==> config.mk <==
export PLATFORM = sky130hd
export DESIGN_NAME = dynamic_crop
export DESIGN_NICKNAME = d
export VERILOG_FILES = /design/src/rtl/dynamic_crop.sv
export SDC_FILE = /design/constraint.sdc
export NUM_CORES = 1
export LEC_CHECK = 0
export BUFFER_PORTS_ARGS = -buffer_cell sky130_fd_sc_hd__buf_2
export CAP_MARGIN = 20
export CORE_ASPECT_RATIO = 0.8
export CORE_MARGIN = 3
export CORE_UTILIZATION = 38
export DETAILED_ROUTE_END_ITERATION = 7
export GPL_TIMING_DRIVEN = 0
export PLACE_DENSITY = 0.68
export SYNTH_ARGS = -nofsm -noshare
export SYNTH_HDL_FRONTEND = slang
export SYNTH_SLANG_ARGS = --single-unit
export TNS_END_PERCENT = 100
==> constraint.sdc <==
create_clock -name clock_in -period 7.71 [get_ports clock_in]
set_clock_uncertainty 0.05 [all_clocks]
set_input_delay 0.771 -clock clock_in [delete_from_list [all_inputs] [get_ports clock_in]]
set_output_delay 0.771 -clock clock_in [all_outputs]
set_load 0.03 [all_outputs]
==> src/rtl/dynamic_crop.sv <==
// Runtime-configurable crop and power-of-two decimation for a multi-channel pixel stream.
// Window changes are staged in a pending set and applied only while frame_valid_in is low.
module dynamic_crop #(
    parameter int CHANNELS    = 3,
    parameter int DATA_WIDTH  = 10,
    parameter int COORD_WIDTH = 11
) (
    input  logic                             clock_in,
    input  logic                             reset_in,
    input  logic [CHANNELS*DATA_WIDTH-1:0]   data_in,
    input  logic                             line_valid_in,
    input  logic                             frame_valid_in,
    input  logic [COORD_WIDTH-1:0]           x_start_in,
    input  logic [COORD_WIDTH-1:0]           x_end_in,
    input  logic [COORD_WIDTH-1:0]           y_start_in,
    input  logic [COORD_WIDTH-1:0]           y_end_in,
    input  logic [1:0]                       skip_in,
    input  logic                             config_valid_in,
    output logic [CHANNELS*DATA_WIDTH-1:0]   data_out,
    output logic                             line_valid_out,
    output logic                             frame_valid_out,
    output logic                             config_error_out,
    output logic [COORD_WIDTH-1:0]           x_size_out,
    output logic [COORD_WIDTH-1:0]           y_size_out
);

    localparam logic [COORD_WIDTH-1:0] COUNT_MAX   = '1;
    localparam logic [COORD_WIDTH-1:0] DEFAULT_END = COORD_WIDTH'(16);
    localparam logic [COORD_WIDTH-1:0] ONE         = COORD_WIDTH'(1);

    // pending register set
    logic [COORD_WIDTH-1:0] pend_x_start_reg, pend_x_end_reg, pend_y_start_reg, pend_y_end_reg;
    logic [1:0]             pend_skip_reg;
    logic                   pend_valid_reg;

    // active register set
    logic [COORD_WIDTH-1:0] act_x_start_reg, act_x_end_reg, act_y_start_reg, act_y_end_reg;
    logic [1:0]             act_skip_reg;

    // counters
    logic [COORD_WIDTH-1:0] x_count_reg, x_count_next;
    logic [COORD_WIDTH-1:0] y_count_reg, y_count_next;
    logic                   prev_line_valid_reg;
    logic                   armed_reg;

    // output registers
    logic [DATA_WIDTH-1:0]  chan_reg [CHANNELS];
    logic                   line_valid_reg, frame_valid_reg, config_error_reg;
    logic [COORD_WIDTH-1:0] x_size_reg, y_size_reg;

    logic                   cfg_bad, cfg_accept, apply_now, keep;
    logic [1:0]             x_phase, y_phase, skip_mask;
    logic [2:0]             pend_round;
    logic [COORD_WIDTH:0]   x_sum, y_sum;
    logic [COORD_WIDTH-1:0] x_size_next, y_size_next;

    assign cfg_bad    = (x_end_in <= x_start_in) || (y_end_in <= y_start_in) || (skip_in == 2'd3);
    assign cfg_accept = config_valid_in && !cfg_bad;
    assign apply_now  = !frame_valid_in && pend_valid_reg;

    // ceil(span / 2^skip) computed from the pending set so sizes move together with the window
    always_comb begin
        pend_round = 3'd0;
        case (pend_skip_reg)
            2'd1:    pend_round = 3'd1;
            2'd2:    pend_round = 3'd3;
            default: pend_round = 3'd0;
        endcase
        x_sum = ({1'b0, pend_x_end_reg} - {1'b0, pend_x_start_reg})
              + {{(COORD_WIDTH-2){1'b0}}, pend_round};
        y_sum = ({1'b0, pend_y_end_reg} - {1'b0, pend_y_start_reg})
              + {{(COORD_WIDTH-2){1'b0}}, pend_round};
        x_size_next = COORD_WIDTH'(x_sum >> pend_skip_reg);
        y_size_next = COORD_WIDTH'(y_sum >> pend_skip_reg);
    end

    // only the two low offset bits matter since skip never exceeds 2
    assign x_phase = 2'(x_count_reg - act_x_start_reg);
    assign y_phase = 2'(y_count_reg - act_y_start_reg);

    always_comb begin
        skip_mask = 2'b00;
        case (act_skip_reg)
            2'd1:    skip_mask = 2'b01;
            2'd2:    skip_mask = 2'b11;
            default: skip_mask = 2'b00;
        endcase
        keep = armed_reg && line_valid_in && frame_valid_in
            && (x_count_reg >= act_x_start_reg) && (x_count_reg < act_x_end_reg)
            && (y_count_reg >= act_y_start_reg) && (y_count_reg < act_y_end_reg)
            && ((x_phase & skip_mask) == 2'b00) && ((y_phase & skip_mask) == 2'b00);
    end

    // counters stay cleared until a frame gap has been seen after reset
    always_comb begin
        x_count_next = '0;
        y_count_next = '0;
        if (armed_reg && line_valid_in)
            x_count_next = (x_count_reg == COUNT_MAX) ? x_count_reg : x_count_reg + ONE;
        if (armed_reg && frame_valid_in) begin
            y_count_next = y_count_reg;
            if (prev_line_valid_reg && !line_valid_in && (y_count_reg != COUNT_MAX))
                y_count_next = y_count_reg + ONE;
        end
    end

    always_ff @(posedge clock_in) begin
        if (reset_in) begin
            pend_x_start_reg    <= '0;
            pend_x_end_reg      <= DEFAULT_END;
            pend_y_start_reg    <= '0;
            pend_y_end_reg      <= DEFAULT_END;
            pend_skip_reg       <= 2'd0;
            pend_valid_reg      <= 1'b0;
            act_x_start_reg     <= '0;
            act_x_end_reg       <= DEFAULT_END;
            act_y_start_reg     <= '0;
            act_y_end_reg       <= DEFAULT_END;
            act_skip_reg        <= 2'd0;
            x_size_reg          <= DEFAULT_END;
            y_size_reg          <= DEFAULT_END;
            x_count_reg         <= '0;
            y_count_reg         <= '0;
            prev_line_valid_reg <= 1'b0;
            armed_reg           <= 1'b0;
            line_valid_reg      <= 1'b0;
            frame_valid_reg     <= 1'b0;
            config_error_reg    <= 1'b0;
        end else begin
            // apply reads the old pending value; a same-cycle accept overrides pend_valid_reg
            if (apply_now) begin
                act_x_start_reg <= pend_x_start_reg;
                act_x_end_reg   <= pend_x_end_reg;
                act_y_start_reg <= pend_y_start_reg;
                act_y_end_reg   <= pend_y_end_reg;
                act_skip_reg    <= pend_skip_reg;
                x_size_reg      <= x_size_next;
                y_size_reg      <= y_size_next;
                pend_valid_reg  <= 1'b0;
            end
            if (cfg_accept) begin
                pend_x_start_reg <= x_start_in;
                pend_x_end_reg   <= x_end_in;
                pend_y_start_reg <= y_start_in;
                pend_y_end_reg   <= y_end_in;
                pend_skip_reg    <= skip_in;
                pend_valid_reg   <= 1'b1;
            end
            x_count_reg         <= x_count_next;
            y_count_reg         <= y_count_next;
            prev_line_valid_reg <= line_valid_in;
            if (!frame_valid_in)
                armed_reg <= 1'b1;
            line_valid_reg      <= keep;
            frame_valid_reg     <= frame_valid_in;
            config_error_reg    <= config_valid_in && cfg_bad;
        end
    end

    genvar gi;
    generate
        for (gi = 0; gi < CHANNELS; gi++) begin : g_chan
            always_ff @(posedge clock_in) begin
                if (reset_in)
                    chan_reg[gi] <= '0;
                else
                    chan_reg[gi] <= data_in[gi*DATA_WIDTH +: DATA_WIDTH];
            end
            assign data_out[gi*DATA_WIDTH +: DATA_WIDTH] = chan_reg[gi];
        end
    endgenerate

    assign line_valid_out   = line_valid_reg;
    assign frame_valid_out  = frame_valid_reg;
    assign config_error_out = config_error_reg;
    assign x_size_out       = x_size_reg;
    assign y_size_out       = y_size_reg;

endmodule

==> run summary, run 1 <==
status = complete, no violations
worst setup path startpoint = pend_skip_reg[0]
GRT Util Overall = 0.189
initial core utilization = 0.388
worst slew pin tran = 755 ps
clock buffer depth = 2
Die W = 186 um
RR Endpoint = y_size_out[8]
worst-skew pair later-pin latency = 430 ps
total power = 2.21 mW
H-tree levels = 4
worst hold slack = 402 ps
syn_nets = 1,350
max reg flops = 30
Max Slew Vio Count = 0
largest family of logic cells by synthesized area = simple AND/OR/NAND/NOR gates
PD cells = 191 mW/mm2
Die H = 150 um
CP max stage delay = 550 ps
Avg Inst Size Synth = 8.54 um2
Fill cells = 2,515
fraction of the mapped netlist area in simple logic gates = 0.203
top-area cell type share of the netlist area = 0.349
Max VDD drop = 0.138 mV
WP data arrival = 4430 ps
CP Max Fanout = 10
DP HPWL = 21,000 um
crit share post-route = 0.544
Final min period = 4190 ps
routed len/inst = 15.9 um
RSZ-0062 raised after global routing = no
final core utilization = 0.455
Critical Path Slowest Stage Cell = a2111oi_0
TNS Setup = 0 ps
Post-synth EDFFs = 0
largest net degree at the start of global routing = 17
Final Setup Violations = 0
initial antenna violation count = 0
HP Class = flip-flop to flip-flop
crit path kind = flip-flop to flip-flop
CTS resizes = 0
Cells after Synth = 1,155
Slew headroom = 0.492
hold buffers post-CTS = 0
gr ovfl total = 0
clk sinks = 172
Area growth, synth to finish = 17.4%
critical path required time = 7940 ps
P_leak = 4.75 nW
distinct cell type count after synthesis = 60
CORE AREA = 0.0254 mm2
most frequent cells in the layout = dfxtp_1 (172), buf_2 (136), nand2_1 (120)
compound-gate portion of the synthesized area = 0.137
row count = 52
GR Util met1 = 0.264
DR pass1 iterations = 5
CP Capture Point = y_size_out[8]
area leader, netlist = dfxtp_1
Main synth FF type = dfxtp_1
most common cell after layout, fill and taps aside = dfxtp_1
first-pass GRT wire length = 41,500 um
Global Route met2 Usage = 0.291
DRT iter0 DRCs = 516
die area = 0.0279 mm2
nets@finish = 1,504
synth warn = 0
Synth Area in XOR/XNOR = 0.0335
Worst Setup End Kind = flip-flop
Routed WL = 26,700 um
max-capacitance violation count = 0
share of cells above drive strength 1 = 0.139
sequential fraction of the synthesis area = 0.349
crit path cell chain = inv_2 > buf_1 > ha_1 > inv_1 > fa_1 > inv_1 > fa_1 > a21o_1 > a221oi_2 > o221ai_1 > xor2_1 > a2111oi_0 > a311oi_1
gp weighted congestion = 0.889
clk slew on worst S/H paths = 70 ps
clk root buf = clkbuf_16
R2R cell count = 13
Vias/cell = 5.05
met3 Track Usage GR = 0.0478
CTS tree = done
PortBufs = 135
CP Launch Type = flip-flop
mux share of post-synthesis cell area = 0.0667
Mapped Area = 0.00987 mm2
cts bufs inserted = 17
Final Hold Fails = 0
top cells by area, synth = dfxtp_1 (35%), ha_1 (14%), nand2b_1 (6.3%)
# Post-CTS Setup Buffers = 0
Fmax = 239 MHz
most crowded layer after global routing = met2
vias = 8,465
Synth Area in Adders = 0.148
r2r setup slk = 3520 ps
Yosys reg bits = 172
ANT nets after route = 0
hold depth = 2
Ports = 136
RR Startpoint = pend_skip_reg[0]
vias in the first global route = 8,025
Async SR Flop Fraction = 0
Residual DRC = 0
[cell families (layout without fill, tap and decap cells)]
group,Yosys count,count (layout)
simple gates,399,399
compound gates,215,215
flops,172,172
buf+inv,156,323
fa+ha+maj,114,114
mux,63,63
xor+xnor,36,36
other cells,0,2
[cell type report]
| cell class | instances | area [um2] | area share |
|---|---|---|---|
| clock buffers | 24 | 492 | 0.0424 |
| plain buffers | 54 | 241 | 0.0208 |
| diodes | 2 | 5.00 | 0.000432 |
| clock inverters | 8 | 108 | 0.00929 |
| well taps | 351 | 439 | 0.0379 |
| multi-input cells | 827 | 5800 | 0.501 |
| inverters | 102 | 383 | 0.0330 |
| flip-flops and latches | 172 | 3440 | 0.297 |
| repair buffers | 135 | 676 | 0.0583 |
[how the worst min path moves through the flow]
stage,startpoint,endpoint,slack (ps)
2_1_floorplan,act_skip_reg[0],act_skip_reg[0],390
3_3_place_gp,y_size_out[3],y_size_out[3],380
3_5_place_dp,y_size_out[3],y_size_out[3],390
4_1_cts,act_y_start_reg[6],act_y_start_reg[6],410
5_1_grt,y_size_out[3],y_size_out[3],420
6_report,y_size_out[3],y_size_out[3],400
[stage by stage]
step / cells / setup WS [ps] / cell area, um2
finish: 1675 / 3520 / 11600
global route: 1673 / 3300 / 11600
CTS: 1673 / 3590 / 11600
detailed placement: 1641 / 3610 / 11000
global placement: 1641 / 3640 / 11000
floorplan: 1155 / 4210 / 9870
[synthesized netlist by cell type, types with 3 or more instances]
| cell | instances |
|---|---|
| buf_6 | 4 |
| o31ai_1 | 4 |
| inv_1 | 100 |
| nand3_1 | 19 |
| nor4_1 | 4 |
| o21a_1 | 7 |
| a21o_1 | 17 |
| nand2b_1 | 100 |
| nand4_1 | 14 |
| a311oi_1 | 3 |
| nor3_1 | 17 |
| ha_1 | 110 |
| fa_1 | 4 |
| a211oi_1 | 11 |
| clkbuf_1 | 44 |
| o211ai_1 | 3 |
| nor2b_1 | 40 |
| nand2_1 | 120 |
| o21bai_1 | 3 |
| o221ai_1 | 4 |
| xnor2_1 | 20 |
| xor2_1 | 14 |
| and3_1 | 10 |
| a31oi_1 | 5 |
| o21ai_1 | 19 |
| a211o_1 | 7 |
| o21ai_0 | 16 |
| dfxtp_1 | 172 |
| buf_1 | 3 |
| mux2i_1 | 59 |
| nor2_1 | 65 |
| a21oi_1 | 97 |
[layer usage]
| metal | up-vias | share of wire |
|---|---|---|
| met5 | - | 0 |
| met4 | 0 | 0.015 |
| met3 | 36 | 0.061 |
| met2 | 221 | 0.44 |
| met1 | 3977 | 0.48 |
| li1 | 4231 | - |
[report_power, final]
| part | switching [mW] | internal (mW) |
|---|---|---|
| clock network | 0.367 | 0.514 |
| logic | 0.242 | 0.164 |
| registers | 0.0139 | 0.909 |
| total | 0.622 | 1.59 |
[critical path: cells and delay by family (launching register included)]
kind | cells | cell delay [ps]
XOR/XNOR | 1 | 240
AO/OA/AOI/OAI | 5 | 1360
buffers and inverters | 4 | 820
adder cells (fa/ha/maj) | 3 | 1210
flip-flops | 1 | 340
Power figures use the tool's default switching activity.
==> inputs of run 2 (changes only) <==
Clock period 7.71 ns to 4.33 ns, I/O delays scaled along.
==> run 2 against run 1 <==
Wire length shrank 0.27%. First-iteration DRC count grew 4.5%. Clock-buffer cell count is the same. Non-clock buffer count shrank 1. Register-to-register slack lost 2900 ps. Hold slack lost 250 ps. Via count shrank 0.59%. Sequential share of layout area is essentially flat. Die area is the same. Global-route usage is the same. Combinational power grew 77%. Highest routed layer unchanged.
==> run summary, run 2 (synthesized netlist as in run 1, its figures left out) <==
HP Class = input port to flip-flop
Routed WL = 26,600 um
crit share post-route = 0.865
Max VDD drop = 0.245 mV
nets@finish = 1,503
WP data arrival = 4020 ps
clock buffer depth = 2
max reg flops = 30
gr ovfl total = 0
Fill cells = 2,516
diode count = 0
cts bufs inserted = 17
status = complete, no violations
crit path kind = flip-flop to flip-flop
Max Slew Vio Count = 0
Fmax = 267 MHz
initial antenna violation count = 0
Residual DRC = 0
pre-CTS WS = 233 ps
PD cells = 339 mW/mm2
CTS tree = done
CP Max Fanout = 16
clk root buf = clkbuf_16
most frequent cells in the layout = dfxtp_1 (172), buf_2 (136), nand2_1 (120)
CORE AREA = 0.0254 mm2
first-pass GRT wire length = 41,500 um
worst slew pin tran = 774 ps
H-tree levels = 4
CP Launch Type = flip-flop
gp weighted congestion = 0.889
non-filler cells, final = 1,672
TNS Setup = 0 ps
Slew headroom = 0.479
Area growth, synth to finish = 17.3%
P_leak = 4.75 nW
vias = 8,415
Ports = 136
vias in the first global route = 8,025
share of cells above drive strength 1 = 0.139
GRT Util Overall = 0.189
largest net degree at the start of global routing = 17
critical path required time = 4600 ps
Final Hold Fails = 0
die area = 0.0279 mm2
RSZ-0062 raised after global routing = no
Die H = 150 um
placed cells = 1,641
ANT nets after route = 0
Final min period = 3740 ps
routed len/inst = 15.9 um
DRT iter0 DRCs = 539
Vias/cell = 5.03
CTS resizes = 0
hold buffers post-CTS = 0
PortBufs = 135
# Post-CTS Setup Buffers = 0
most common cell after layout, fill and taps aside = dfxtp_1
row count = 52
max-capacitance violation count = 0
worst-skew pair later-pin latency = 430 ps
final core utilization = 0.455
initial core utilization = 0.388
clk slew on worst S/H paths = 70 ps
worst setup margin = 586 ps
Final Setup Violations = 0
Die W = 186 um
DR pass1 iterations = 4
clk sinks = 172
Worst Setup End Kind = flip-flop
DP HPWL = 21,000 um
-- run 2: layout make-up --
class	instances	area (um2)	area share
multi-input combinational	827	5800	0.501
sequential	172	3440	0.297
timing repair buffer	135	676	0.0584
clock buffer	24	492	0.0425
tap	351	439	0.0379
inverter	102	383	0.0331
buffer	53	238	0.0205
clock inverter	8	108	0.00929
-- run 2: power breakdown --
group / leakage (nW) / internal, mW / switching, mW
clock network: 0.279 / 0.916 / 0.650
logic: 3.07 / 0.293 / 0.428
registers: 1.40 / 1.62 / 0.0245
-- run 2: stage by stage --
stage                     hold slack, ps  power, mW  cell area, um2
after CTS                            138       3.95           11600
final                                156       3.93           11600
after global routing                 136       4.09           11600
after global placement               382       2.37           11000
after detailed placement             392       2.39           11000
after floorplan                      386       2.18            9870
-- run 2: final timing paths --
| path | start | endpoint | slack (ps) | depth (start not counted) |
|---|---|---|---|---|
| max | pend_skip_reg[0] | x_size_out[10] | 590 | 13 |
| min | reset_in | prev_line_valid_reg | 160 | 2 |
| max reg2reg | pend_skip_reg[0] | x_size_out[10] | 590 | 13 |
| min reg2reg | y_size_out[3] | y_size_out[3] | 400 | 2 |
-- run 2: worst max-delay path: stages, from the launching register on --
cell and delay (ps):
dfxtp_1 340, inv_2 280, ha_1 210, inv_1 90, fa_1 490, inv_1 70, fa_1 500, a211oi_2 230
nor2_1 100, o31a_1 310, o41ai_4 290, xnor2_1 240, mux2i_1 160, o41ai_1 280
-- run 2: routing by layer --
layer	track usage	part of all wire	vias up	routed length [um]
met1	0.264	0.48	3954	12800
met3	0.0478	0.064	34	1700
li1	-	-	4221	-
met4	0.0480	0.016	0	426
met2	0.291	0.44	206	11600
met5	0	0	-	0
==> inputs of run 3 (changes only) <==
Settings changed: PLACE_DENSITY 0.68 to default.
==> run 3 against run 2 <==
Combinational power is essentially flat. Register-to-register slack improved by 50 ps. First-iteration DRC count up 1.3%. Sequential cell count is the same. Non-clock buffer count unchanged. Hold slack lost 16 ps. Final area decreased by 0.13%. Final cell count hardly changed. Fmax is 1.3% higher. Critical path type unchanged. Critical endpoint unchanged. Highest routed layer unchanged.
==> run summary, run 3 (synthesized netlist as in run 1, its figures left out) <==
# Post-CTS Setup Buffers = 0
vias in the first global route = 7,780
DRT iter0 DRCs = 546
placed cells = 1,641
most common cell after layout, fill and taps aside = dfxtp_1
Fmax = 270 MHz
CTS resizes = 0
DP HPWL = 21,400 um
cts bufs inserted = 17
status = complete, no violations
CORE AREA = 0.0254 mm2
crit path cell chain = inv_2 > ha_1 > inv_1 > fa_1 > inv_1 > fa_1 > a211oi_2 > nor2_1 > o31a_1 > o41ai_4 > xnor2_1 > mux2i_1 > o41ai_1
clk root buf = clkbuf_16
Ports = 136
CP max stage delay = 500 ps
gr ovfl total = 0
Vias/cell = 5.07
CTS tree = done
P_leak = 4.75 nW
PD cells = 339 mW/mm2
most frequent cells in the layout = dfxtp_1 (172), buf_2 (136), nand2_1 (120)
Residual DRC = 0
ANT nets after route = 0
Routed WL = 27,000 um
PortBufs = 135
max-capacitance violation count = 0
CP Launch Type = flip-flop
TNS Setup = 0 ps
crit share post-route = 0.854
Critical Path Slowest Stage Cell = fa_1
Die W = 186 um
CP delay by family, top = adder cells
gp weighted congestion = 0.851
DR pass1 iterations = 5
initial core utilization = 0.388
Final Hold Fails = 0
Final min period = 3700 ps
largest net degree at the start of global routing = 17
share of cells above drive strength 1 = 0.140
vias = 8,482
Slew headroom = 0.509
clk slew on worst S/H paths = 80 ps
hold buffers post-CTS = 0
crit path kind = flip-flop to flip-flop
non-filler cells, final = 1,673
Max VDD drop = 0.293 mV
initial antenna violation count = 0
clock buffer depth = 2
GRT Util Overall = 0.194
worst slew pin tran = 737 ps
HP Class = input port to flip-flop
H-tree levels = 4
nets@finish = 1,503
routed len/inst = 16.1 um
Area growth, synth to finish = 17.2%
first-pass GRT wire length = 42,300 um
max reg flops = 30
die area = 0.0279 mm2
clk sinks = 172
CP Max Fanout = 16
worst-skew pair later-pin latency = 430 ps
RSZ-0062 raised after global routing = no
WP data arrival = 3990 ps
critical path required time = 4620 ps
Worst Path Buf+Inv = 3
Die H = 150 um
Worst Setup End Kind = flip-flop
row count = 52
Final Setup Violations = 0
Max Slew Vio Count = 0
run 3: changes by cell type in the layout (fill, tap and decap cells not counted), sizes merged:
cell / previous run / this run
diode: 0 / 1
inv: 103 / 106
clkbuf: 68 / 64
clkinv: 1 / 2
run 3: area by class of cell:
class,count,area [um2]
diodes,1,2.50
repair buffers,135,676
flip-flops and latches,172,3440
multi-input cells,827,5800
inverters,102,383
plain buffers,53,238
clock buffers,20,447
fillers,2576,13900
clock inverters,12,135
well taps,351,439
run 3: metrics by stage:
stage          power (mW)  cell area [um2]   util  hold slack [ps]  setup slack, ps
4_1_cts              3.95            11600  0.455              120              290
5_1_grt              4.10            11600  0.454              135              389
2_1_floorplan        2.18             9870      -              386              830
6_report             3.92            11600  0.455              140              633
3_3_place_gp         2.38            11000  0.432              382              288
3_5_place_dp         2.39            11000  0.432              392              324
run 3: worst paths after layout:
check / start / to / slack, ps / cells after the start
worst min-delay path: reset_in / prev_line_valid_reg / 140 / 2
worst max-delay path: pend_skip_reg[0] / x_size_out[10] / 630 / 13
worst min register to register: y_size_out[10] / y_size_out[10] / 410 / 2
worst max register to register: pend_skip_reg[0] / x_size_out[10] / 630 / 13
run 3: power breakdown:
group / internal (mW) / total (mW) / switching [mW]
Combinational: 0.292 / 0.718 / 0.425
Clock: 0.871 / 1.56 / 0.689
Sequential: 1.62 / 1.64 / 0.0240
Total: 2.78 / 3.92 / 1.14
run 3: metal layers:
layer	vias to the layer above	wire, um	track usage
met3	25	1300	0.0367
met4	0	390	0.0461
met5	-	0	0
met1	4023	13800	0.289
li1	4242	-	-
met2	192	11500	0.289
